==> src/rtl/uart_fifo_bridge.sv <==
`default_nettype none
// ============================================================================
//  Module   : uart_fifo_bridge_fifo
//  Purpose  : Single-clock show-ahead FIFO used for both directions of the
//             UART bridge. The head entry is read combinationally from the
//             storage array. A push is accepted only when the registered
//             occupancy is below depth. A pop is accepted only when the
//             registered occupancy is non-zero.
//  Ports    : clk, rst           - clock, synchronous active-high reset
//             push_i/push_data_i - write request and data
//             pop_i              - read request (advance head)
//             head_o             - current head entry (valid when !empty_o)
//             count_o            - occupancy, 0..2^DEPTH_LOG2
//             full_o / empty_o   - decoded from the registered count
//             push_ok_o          - push accepted this cycle
//  Revision : 1.0 - initial release
// ============================================================================
module uart_fifo_bridge_fifo #(
    parameter int DEPTH_LOG2 = 3,
    parameter int WIDTH      = 8
) (
    input  logic                  clk,
    input  logic                  rst,
    input  logic                  push_i,
    input  logic [WIDTH-1:0]      push_data_i,
    input  logic                  pop_i,
    output logic [WIDTH-1:0]      head_o,
    output logic [DEPTH_LOG2:0]   count_o,
    output logic                  full_o,
    output logic                  empty_o,
    output logic                  push_ok_o
);
    localparam int                  c_DEPTH   = 1 << DEPTH_LOG2;
    localparam logic [DEPTH_LOG2:0] c_CNT_MAX = (DEPTH_LOG2 + 1)'(c_DEPTH);
    localparam logic [DEPTH_LOG2:0] c_CNT_ONE = (DEPTH_LOG2 + 1)'(1);
    localparam logic [DEPTH_LOG2-1:0] c_PTR_ONE = DEPTH_LOG2'(1);

    logic [WIDTH-1:0]      mem_q [c_DEPTH];
    logic [DEPTH_LOG2-1:0] wr_ptr_q, wr_ptr_d;
    logic [DEPTH_LOG2-1:0] rd_ptr_q, rd_ptr_d;
    logic [DEPTH_LOG2:0]   count_q,  count_d;
    logic                  w_push_ok;
    logic                  w_pop_ok;

    // Full/empty come from the registered count so that a pop in the same
    // cycle never frees a slot for a push (and vice versa).
    assign full_o    = (count_q == c_CNT_MAX);
    assign empty_o   = (count_q == '0);
    assign w_push_ok = push_i && !full_o;
    assign w_pop_ok  = pop_i && !empty_o;
    assign push_ok_o = w_push_ok;
    assign head_o    = mem_q[rd_ptr_q];
    assign count_o   = count_q;

    always_comb begin
        wr_ptr_d = wr_ptr_q;
        rd_ptr_d = rd_ptr_q;
        count_d  = count_q;
        if (w_push_ok) begin
            wr_ptr_d = wr_ptr_q + c_PTR_ONE;
        end
        if (w_pop_ok) begin
            rd_ptr_d = rd_ptr_q + c_PTR_ONE;
        end
        case ({w_push_ok, w_pop_ok})
            2'b10:   count_d = count_q + c_CNT_ONE;
            2'b01:   count_d = count_q - c_CNT_ONE;
            default: count_d = count_q;
        endcase
    end

    always_ff @(posedge clk) begin
        if (rst) begin
            wr_ptr_q <= '0;
            rd_ptr_q <= '0;
            count_q  <= '0;
        end else begin
            wr_ptr_q <= wr_ptr_d;
            rd_ptr_q <= rd_ptr_d;
            count_q  <= count_d;
        end
    end

    // Storage is not reset; a write landing in the reset cycle is suppressed
    // so an aborted transfer leaves no trace beyond stale array contents.
    always_ff @(posedge clk) begin
        if (!rst && w_push_ok) begin
            mem_q[wr_ptr_q] <= push_data_i;
        end
    end
endmodule

// ============================================================================
//  Module   : uart_fifo_bridge
//  Purpose  : Decouples the CPU's memory-mapped UART accesses from the UART
//             transmitter/receiver with one FIFO per direction. The pipeline
//             never stalls: stores to a full TX FIFO are dropped and flagged
//             by a sticky overflow bit; loads from an empty RX FIFO are
//             ignored.
//  Ports    : CLK, reset                   - clock, sync active-high reset
//             tx_we, tx_byte               - CPU store into TX FIFO
//             tx_full, tx_count, tx_overflow - TX status for read mux
//             rx_re                        - CPU load pops RX FIFO
//             rx_byte, rx_valid, rx_count  - RX head and status
//             DataIn/DataInValid/DataInReady    - to UART transmitter
//             DataOut/DataOutValid/DataOutReady - from UART receiver
//  Revision : 1.0 - initial release
// ============================================================================
module uart_fifo_bridge #(
    parameter int DEPTH_LOG2 = 3
) (
    input  logic                  CLK,
    input  logic                  reset,
    // CPU side, TX direction
    input  logic                  tx_we,
    input  logic [7:0]            tx_byte,
    output logic                  tx_full,
    output logic [DEPTH_LOG2:0]   tx_count,
    output logic                  tx_overflow,
    // CPU side, RX direction
    input  logic                  rx_re,
    output logic [7:0]            rx_byte,
    output logic                  rx_valid,
    output logic [DEPTH_LOG2:0]   rx_count,
    // UART transmitter
    output logic [7:0]            DataIn,
    output logic                  DataInValid,
    input  logic                  DataInReady,
    // UART receiver
    input  logic [7:0]            DataOut,
    input  logic                  DataOutValid,
    output logic                  DataOutReady
);
    logic tx_empty;
    logic tx_push_ok;
    logic rx_full;
    logic rx_empty;
    logic rx_push_ok;
    logic tx_overflow_q, tx_overflow_d;

    uart_fifo_bridge_fifo #(
        .DEPTH_LOG2 (DEPTH_LOG2),
        .WIDTH      (8)
    ) u_tx_fifo (
        .clk         (CLK),
        .rst         (reset),
        .push_i      (tx_we),
        .push_data_i (tx_byte),
        .pop_i       (DataInReady),
        .head_o      (DataIn),
        .count_o     (tx_count),
        .full_o      (tx_full),
        .empty_o     (tx_empty),
        .push_ok_o   (tx_push_ok)
    );

    uart_fifo_bridge_fifo #(
        .DEPTH_LOG2 (DEPTH_LOG2),
        .WIDTH      (8)
    ) u_rx_fifo (
        .clk         (CLK),
        .rst         (reset),
        .push_i      (DataOutValid),
        .push_data_i (DataOut),
        .pop_i       (rx_re),
        .head_o      (rx_byte),
        .count_o     (rx_count),
        .full_o      (rx_full),
        .empty_o     (rx_empty),
        .push_ok_o   (rx_push_ok)
    );

    assign DataInValid  = !tx_empty;
    assign rx_valid     = !rx_empty;
    assign DataOutReady = !rx_full;

    // A store seen while full is lost; remember that until reset.
    always_comb begin
        tx_overflow_d = tx_overflow_q;
        if (tx_we && !tx_push_ok) begin
            tx_overflow_d = 1'b1;
        end
    end

    always_ff @(posedge CLK) begin
        if (reset) begin
            tx_overflow_q <= 1'b0;
        end else begin
            tx_overflow_q <= tx_overflow_d;
        end
    end

    assign tx_overflow = tx_overflow_q;

    // rx_push_ok mirrors DataOutValid && DataOutReady; exposed by the FIFO
    // for symmetry and intentionally unused at this level.
    logic unused_rx_push_ok;
    assign unused_rx_push_ok = rx_push_ok;
endmodule
`default_nettype wire

==> config.mk <==
export PLATFORM = sky130hd
export DESIGN_NAME = uart_fifo_bridge
export DESIGN_NICKNAME = d
export VERILOG_FILES = /design/src/rtl/uart_fifo_bridge.sv
export SDC_FILE = /design/constraint.sdc
export NUM_CORES = 1
export LEC_CHECK = 0
export CAP_MARGIN = 5
export CORE_ASPECT_RATIO = 1.5
export CORE_MARGIN = 3
export CORE_UTILIZATION = 40
export DETAILED_ROUTE_END_ITERATION = 10
export PLACE_DENSITY = 0.68
export SLEW_MARGIN = 20
export SYNTH_ARGS = -nofsm -noshare
export SYNTH_HDL_FRONTEND = slang
export SYNTH_HIERARCHICAL = 1
export SYNTH_SLANG_ARGS = --single-unit
==> constraint.sdc <==
create_clock -name CLK -period 5.1 [get_ports CLK]
set_input_delay 1.275 -clock CLK [delete_from_list [all_inputs] [get_ports CLK]]
set_output_delay 1.275 -clock CLK [all_outputs]
set_load 0.01 [all_outputs]
# == After elaboration in Yosys (flattened, before gate mapping) ==
# Memories as Yosys holds them, arrays and structs flattened. A register that Yosys moved wholly into a read port is not among the register bits.
# Cells that the tools add are included.
# op_classes
n_shift,0
muxes,10
n_reduce_logical,17
magnitude_cmp,0
eq_ne,6
div_mod_pow,0
n_mul,0
n_addsub,8
bitwise_logic,0
# op_table
operator,n
4-bit one-hot mux with 2 select lines,2
"3-bit by 1-bit adder with 3-bit output, second input constant",4
3-bit 2-to-1 mux,4
"4-bit by 1-bit adder with 4-bit output, second input constant",2
"4-bit equality test, second input constant",2
4-bit logical NOT,2
"4-bit by 1-bit subtractor with 4-bit output, second input constant",2
1-bit logical AND,7
1-bit logical NOT,6
"2-bit by 1-bit equality test with 1-bit output, second input constant",2
"2-bit equality test, second input constant",2
1-bit 2-to-1 mux,4
2-bit nonzero test,2
# word_totals
latchBits,0
input_bits,22
ram_bits,128
ff_bits,21
rom_bits,0
memories,2
# memory_table
memory,depth,width,rd,rd_ports_with_merged_regs,wr,line_no,rtl
u_rx_fifo.mem_q,8,8,1,1,1,38,logic [WIDTH-1:0] mem_q [c_DEPTH];
u_tx_fifo.mem_q,8,8,1,1,1,38,

# == Depth between registers and ports, before layout ==
# Gate-level depths: netlist of the first run.
# logic_depth
depth_word,6
depth_mapped,9

# == By module ==
# The synthesis of the first run kept the hierarchy.
# by_module_without_submodules
module,cells_per_inst,instances,area_per_inst_um2
uart_fifo_bridge_fifo,168,2,3124.2
uart_fifo_bridge,7,1,50.0

# == Worst setup path after synthesis of the first run ==
# Ideal clock, no wire load.
# synth_path
path_kind,input to register
from,input port rx_re
to,"register u_rx_fifo.count_q[3], in the netlist u_rx_fifo/count_o[3]"
stages,7
slack_ns,2.232
n_path_buf,0
arrival_time_ns,2.798
path_cell_list,o41a_1 > ha_1 > ha_1 > a21oi_1 > a21oi_1 > or4_1 > a21oi_1
# synth_via
elab_chain_cells,3
# synth_rtl
element,line_no,rtl
start: declaration,121,"input logic rx_re,"
1-bit logical AND *,50,assign w_pop_ok = pop_i && !empty_o;
2-bit by 1-bit equality test with 1-bit output or 2-bit equality test (tied branches),65,"case ({w_push_ok, w_pop_ok})"
4-bit one-hot mux with 2 select lines or 2-bit nonzero test (tied branches),n/a,
end signal: assignment,80,count_q <= count_d;
end: declaration,41,"logic [DEPTH_LOG2:0] count_q, count_d;"
# Mark *: on every way between the ends. The rest lies on a longest branch, timed or not.
# A chain may end at the register's enable or synchronous reset.

==> flow_summary_export.csv, run 1 <==
group,metric,value,unit
run_status,status,"completed",
cts,cts_buffers,17,
power,max-vdd-ir-drop,200,uV
timing,hold_viol_final,0,
worst_setup_path,reg2reg_to,"u_tx_fifo/count_o[3]",
route,routed_via_density,5.12,
worst_setup_path,worstPathMaxFanout,16,
worst_setup_path,worst-path-buf-inv,1,
global_routing,first_global_vias,3318,
floorplan,die-area,17300,um2
finish,nNetsFinal,442,
cts,root_buffer,"clkbuf_16",
worst_setup_path,rr_worst_depth,8,
floorplan,die_h,160,um
cts,path_clk_slew,0.07,ns
yosys,yosysTopAreaCellShare,61.0,%
timing,relSlewSlack,31.5,%
route,wl_per_cell,17.4,um
floorplan,die_w,108,um
yosys,yosysMostFrequentCell,"edfxtp_1",
yosys,ys_types,32,
worst_setup_path,rr_startpoint,"u_tx_fifo/count_o[1]",
yosys,synth_top_cell_by_area,"edfxtp_1",
cts,cts_max_level,4,
worst_setup_path,rrSetupSlack,2.52,ns
yosys,synth-main-ff-cell,"edfxtp_1",
finish,fillers,1254,
timing,layout_worst_path_cycle_share,79.3,%
finish,antennaDiodeCount,0,
cts,cts.sinks,155,
worst_setup_path,cp_slowest_cell,"dfxtp_1",
cts,clock_latency,0.41,ns
cts,hold_buffers,0,
yosys,synth_edf_count,128,
worst_setup_path,endpoint_kind,"output port",
run,drv_cap,0,
placement,io_buffers,50,
timing,max_freq,247,MHz
yosys,yosysSeqAreaShare,69.6,%
timing,drv_slew,0,
min_path,min_from,"tx_overflow",
timing,rsz0062_at_grt,"false",
cts,postCtsSetupBuffers,0,
worst_setup_path,crit_family,"multiplexers",
global_routing,grt_pass1_wl,17400,um
yosys,ys_ff_latch,155,
cts,post_cts_resized,0,
worst_setup_path,cp.required,3.83,ns
route,drcViolationCount,0,
worst_setup_path,cp-start-kind,"register",
floorplan,core,15300,um2
worst_setup_path,crit_path_cell_trace,"mux4_1 > mux2_2 > clkdlybuf4s50_1",
global_routing,track_usage,13.4,%
route,drt_first_iter_violations,218,
power,power,3.57,mW
finish,drive_gt1_share,15.7,%
route,drtPass1Iterations,4,
floorplan,rows,55,
route,drtAntennaViolNets,0,
worst_setup_path,path_class,"register to output port",
min_path,hold_path_depth,2,
yosys,synth_area,6300,um2
yosys,yosys-top-cells-count,"edfxtp_1, nor2_1, mux4_1, dfxtp_1, mux2_2",
yosys,ys_warn_count,6,
global_routing,overflow,0,
yosys,syn_area_per_cell,18.4,um2
placement,dpl_cell_area,7030,um2
power,leakage,2.57,nW
worst_setup_path,slowest_delay,0.89,ns
worst_setup_path,cp_data_arrival_time,2.77,ns
global_routing,antenna_found_initial,0,
timing,setup_tns,0,ns
cts,clock_path_buffers,2,
yosys,synth_nets,377,
route,drt-total-wl,10800,um
timing,setup_violations,0,
global_routing,grt_max_degree,32,
yosys,synthArstFlopShare,0,%
min_path,worstHoldEndpoint,"tx_overflow",
route,vias,3176,
timing,finClkSkew,0.0118,ns
finish,fin_area,7620,um2
placement,place.gp.congestion,0.731,
floorplan,ios,51,
finish,syn_to_final_growth,20.9,%
timing,period_needed,4.04,ns
yosys,synth_area_leaders,"edfxtp_1, mux4_1, dfxtp_1",
cts,cts_tree,"done",
timing,worst_pin_slew,1.02,ns
min_path,hold_class,"register to register",
power,power-per-cell-area,469,nW/um2
placement,hpwlAfterDp,7140,um
yosys,syn_inst,343,
floorplan,initial_core_util,41.2,%
finish,final_util,49.9,%
-- registers in the layout, indices dropped and copies added, names as in the netlist, named ones only --
signal and flops:
u_rx_fifo/rd_ptr_q 3, tx_overflow 1, u_rx_fifo/count_o 4, u_rx_fifo/mem_q 64, u_tx_fifo/rd_ptr_q 3, u_rx_fifo/wr_ptr_q 3
u_tx_fifo/count_o 4, u_tx_fifo/mem_q 64, u_tx_fifo/wr_ptr_q 3
-- where the power goes --
| group | internal [mW] | switching (mW) | leakage [nW] |
|---|---|---|---|
| Clock | 0.659 | 0.549 | 0.291 |
| Combinational | 0.479 | 0.301 | 0.901 |
| Sequential | 1.45 | 0.138 | 1.38 |
| Total | 2.59 | 0.987 | 2.57 |
-- worst register-to-register path, delay by kind of cell (launching register included) --
family                   cells  cell delay, ns
flip-flops                   1            0.39
AO/OA/AOI/OAI                3            0.41
AND/OR/NAND/NOR              3            1.20
adder cells (fa/ha/maj)      2            0.52
-- cell families (layout without fill, tap and decap cells) --
logic type / after synthesis / in the layout / share of synthesized area, %
flops: 155 / 155 / 69.6
buf+inv: 26 / 104 / 2.34
fa+ha+maj: 12 / 12 / 2.62
mux: 50 / 50 / 16.4
xor+xnor: 12 / 12 / 1.67
simple gates: 71 / 71 / 5.66
compound gates: 17 / 17 / 1.69
-- layout by cell type, fill, tap and decap left out, types with 3 or more instances in the layout --
master and n:
a21oi_1 12, buf_4 8, clkbuf_16 17, clkdlybuf4s50_1 50
clkinv_4 4, dfxtp_1 27, edfxtp_1 128, ha_1 10
inv_1 14, inv_8 7, mux2_2 16, mux4_1 30
nand2_1 12, nand3_1 4, nor2_1 32, nor3_1 3
nor3_2 3, nor4_1 4, xnor2_1 4, xor2_1 8
-- per-layer routing --
| layer | track usage [%] | up-vias | part of all wire, % |
|---|---|---|---|
| met1 | 14.9 | 1619 | 39 |
| met4 | 4.54 | 0 | 1.1 |
| met5 | 0 | - | 0 |
| li1 | - | 1496 | - |
| met2 | 23.9 | 54 | 56 |
| met3 | 3.88 | 7 | 3.9 |
-- worst max path at each step --
stage,from,depth (start not counted),slack [ns],to
after floorplan,rx_re,7,2.23,u_rx_fifo/count_o[3]
after global placement,register,3,1.49,DataIn[7]
after detailed placement,register,3,1.43,DataIn[3]
after CTS,register,3,0.98,DataIn[3]
after global routing,register,3,0.94,DataIn[3]
final,register,3,1.06,DataIn[3]
-- stage by stage --
stage / setup WS, ns / hold slack, ns / std cells
after floorplan: 2.23 / 0.471 / 343
after global placement: 1.49 / 0.449 / 588
after detailed placement: 1.43 / 0.461 / 588
after CTS: 0.979 / 0.471 / 620
after global routing: 0.936 / 0.510 / 620
final: 1.06 / 0.471 / 620
-- layout make-up --
type / count / area [um2] / share of cell area (%)
Sequential cell: 155 / 4380 / 57.6
Multi-Input combinational cell: 162 / 1780 / 23.4
Timing Repair Buffer: 58 / 561 / 7.36
Clock buffer: 17 / 425 / 5.58
Tap cell: 199 / 249 / 3.27
Clock inverter: 15 / 164 / 2.15
Inverter: 14 / 52.6 / 0.690
(Power assumes the default switching activity.)
==> inputs of run 2 (changes only) <==
--- a/config.mk
+++ b/config.mk
@@ -10,7 +10,7 @@
 export CORE_MARGIN = 3
 export CORE_UTILIZATION = 40
 export DETAILED_ROUTE_END_ITERATION = 10
-export PLACE_DENSITY = 0.68
+export PLACE_DENSITY = 0.71
 export SLEW_MARGIN = 20
 export SYNTH_ARGS = -nofsm -noshare
 export SYNTH_HDL_FRONTEND = slang
==> constraint.sdc (replaced) <==
create_clock -name CLK -period 3.35 [get_ports CLK]
set_input_delay 0.8375 -clock CLK [delete_from_list [all_inputs] [get_ports CLK]]
set_output_delay 0.8375 -clock CLK [all_outputs]
set_load 0.01 [all_outputs]
==> flow_summary_export.csv, run 2 (synthesis results as in run 1) <==
group,metric,value,unit
floorplan,initial_core_util,41.2,%
timing,drv_slew,0,
floorplan,rows,55,
timing,timing.final.ws_setup,0.126,ns
route,drcViolationCount,0,
cts,cts_tree,"done",
floorplan,core,15300,um2
global_routing,overflow,0,
power,max-vdd-ir-drop,408,uV
global_routing,first_global_vias,3419,
finish,antennaDiodeCount,0,
cts,path_clk_slew,0.06,ns
placement,place.gp.congestion,0.759,
finish,syn_to_final_growth,22.8,%
power,leakage,2.64,nW
cts,clock_latency,0.41,ns
route,drt_first_iter_violations,169,
worst_setup_path,reg2reg_to,"u_tx_fifo/count_o[3]",
power,power-per-cell-area,729,nW/um2
worst_setup_path,rrSetupSlack,0.73,ns
finish,final_cell_mix,"edfxtp_1, clkdlybuf4s50_1, nor2_1",
run,drv_cap,0,
finish,drive_gt1_share,17.5,%
timing,max_freq,310,MHz
global_routing,grt_pass1_wl,17900,um
placement,dp_cells,601,
worst_setup_path,worstPathMaxFanout,16,
route,vias,3265,
floorplan,die_h,160,um
cts,postCtsSetupBuffers,0,
global_routing,antenna_found_initial,0,
worst_setup_path,rr_worst_depth,8,
run_status,status,"completed",
cts,root_buffer,"clkbuf_16",
global_routing,grt_max_degree,18,
timing,finClkSkew,0.00714,ns
cts,cts.sinks,155,
timing,relSlewSlack,58.9,%
route,drtPass1Iterations,4,
timing,setup_violations,0,
finish,nNetsFinal,455,
route,drt-total-wl,11100,um
cts,hold_buffers,0,
global_routing,track_usage,13.8,%
worst_setup_path,cp_data_arrival_time,2.39,ns
worst_setup_path,slowest_delay,0.60,ns
placement,post-place-ws,0.251,ns
cts,cts_max_level,4,
timing,rsz0062_at_grt,"false",
floorplan,ios,51,
timing,layout_worst_path_cycle_share,96.2,%
timing,setup_tns,0,ns
worst_setup_path,crit_path_cell_trace,"buf_4 > mux4_1 > mux2_2 > clkdlybuf4s50_1",
worst_setup_path,endpoint_kind,"output port",
route,routed_via_density,5.16,
timing,worst_pin_slew,0.615,ns
finish,reg.largest.list,"u_rx_fifo/mem_q (64), u_tx_fifo/mem_q (64)",
placement,hpwlAfterDp,7210,um
min_path,hold_path_depth,2,
cts,clock_path_buffers,2,
power,power,5.64,mW
min_path,worstHoldEndpoint,"tx_overflow",
worst_setup_path,path_class,"register to output port",
timing,worst_hold_slack,0.455,ns
worst_setup_path,rr_startpoint,"u_tx_fifo/count_o[1]",
finish,final-instance-count-excl-fill,633,
worst_setup_path,cp_slowest_cell,"mux4_1",
min_path,min_from,"tx_overflow",
route,wl_per_cell,17.6,um
timing,hold_viol_final,0,
finish,final_common_cell,"edfxtp_1",
route,drtAntennaViolNets,0,
worst_setup_path,cp-start-kind,"register",
timing,period_needed,3.22,ns
worst_setup_path,cp.required,2.51,ns
floorplan,die_w,108,um
cts,post_cts_resized,0,
cts,cts_buffers,17,
floorplan,die-area,17300,um2
placement,io_buffers,50,
min_path,hold_class,"register to register",
==> run 2: worst max path at each step <==
stage,start,endpoint,slack (ns),depth (start not counted)
after floorplan,rx_re,u_rx_fifo/count_o[3],0.92,7
after global placement,rx_re,u_rx_fifo/count_o[3],0.37,8
after detailed placement,rx_re,u_rx_fifo/count_o[3],0.25,8
after CTS,register,DataIn[4],0.07,4
after global routing,register,DataIn[4],0.02,4
final,register,DataIn[4],0.13,4
==> run 2: final cells by class <==
type                       instances  area [um2]
inverter                          14        52.6
sequential                       155        4380
clock buffer                      17         425
fill                            1231        7540
multi-input combinational        162        1770
clock inverter                    15         200
timing repair buffer              71         658
tap                              199         249
==> run 2: metrics by stage <==
| step | area, um2 | util [%] |
|---|---|---|
| floorplan | 6300 | - |
| global placement | 7110 | 46.5 |
| detailed placement | 7110 | 46.5 |
| CTS | 7740 | 50.6 |
| global route | 7740 | 50.6 |
| finish | 7740 | 50.6 |
==> run 2: power breakdown <==
group | switching (mW) | internal, mW | leakage (nW) | total, mW
logic | 0.588 | 0.752 | 0.965 | 1.34
clock network | 0.789 | 1.20 | 0.302 | 1.99
registers | 0.0981 | 2.21 | 1.38 | 2.30
==> run 2: critical path: cells and delay by family, from the launching register on <==
family / cells / cell delay, ns
muxes: 2 / 0.91
buffers and inverters: 2 / 0.76
DFF: 1 / 0.31
==> run 2: layer usage <==
metal | global-route usage [%] | routed length, um
met2 | 24.3 | 6200
met4 | 5.11 | 144
met1 | 15.9 | 4510
met3 | 3.72 | 297
met5 | 0 | 0
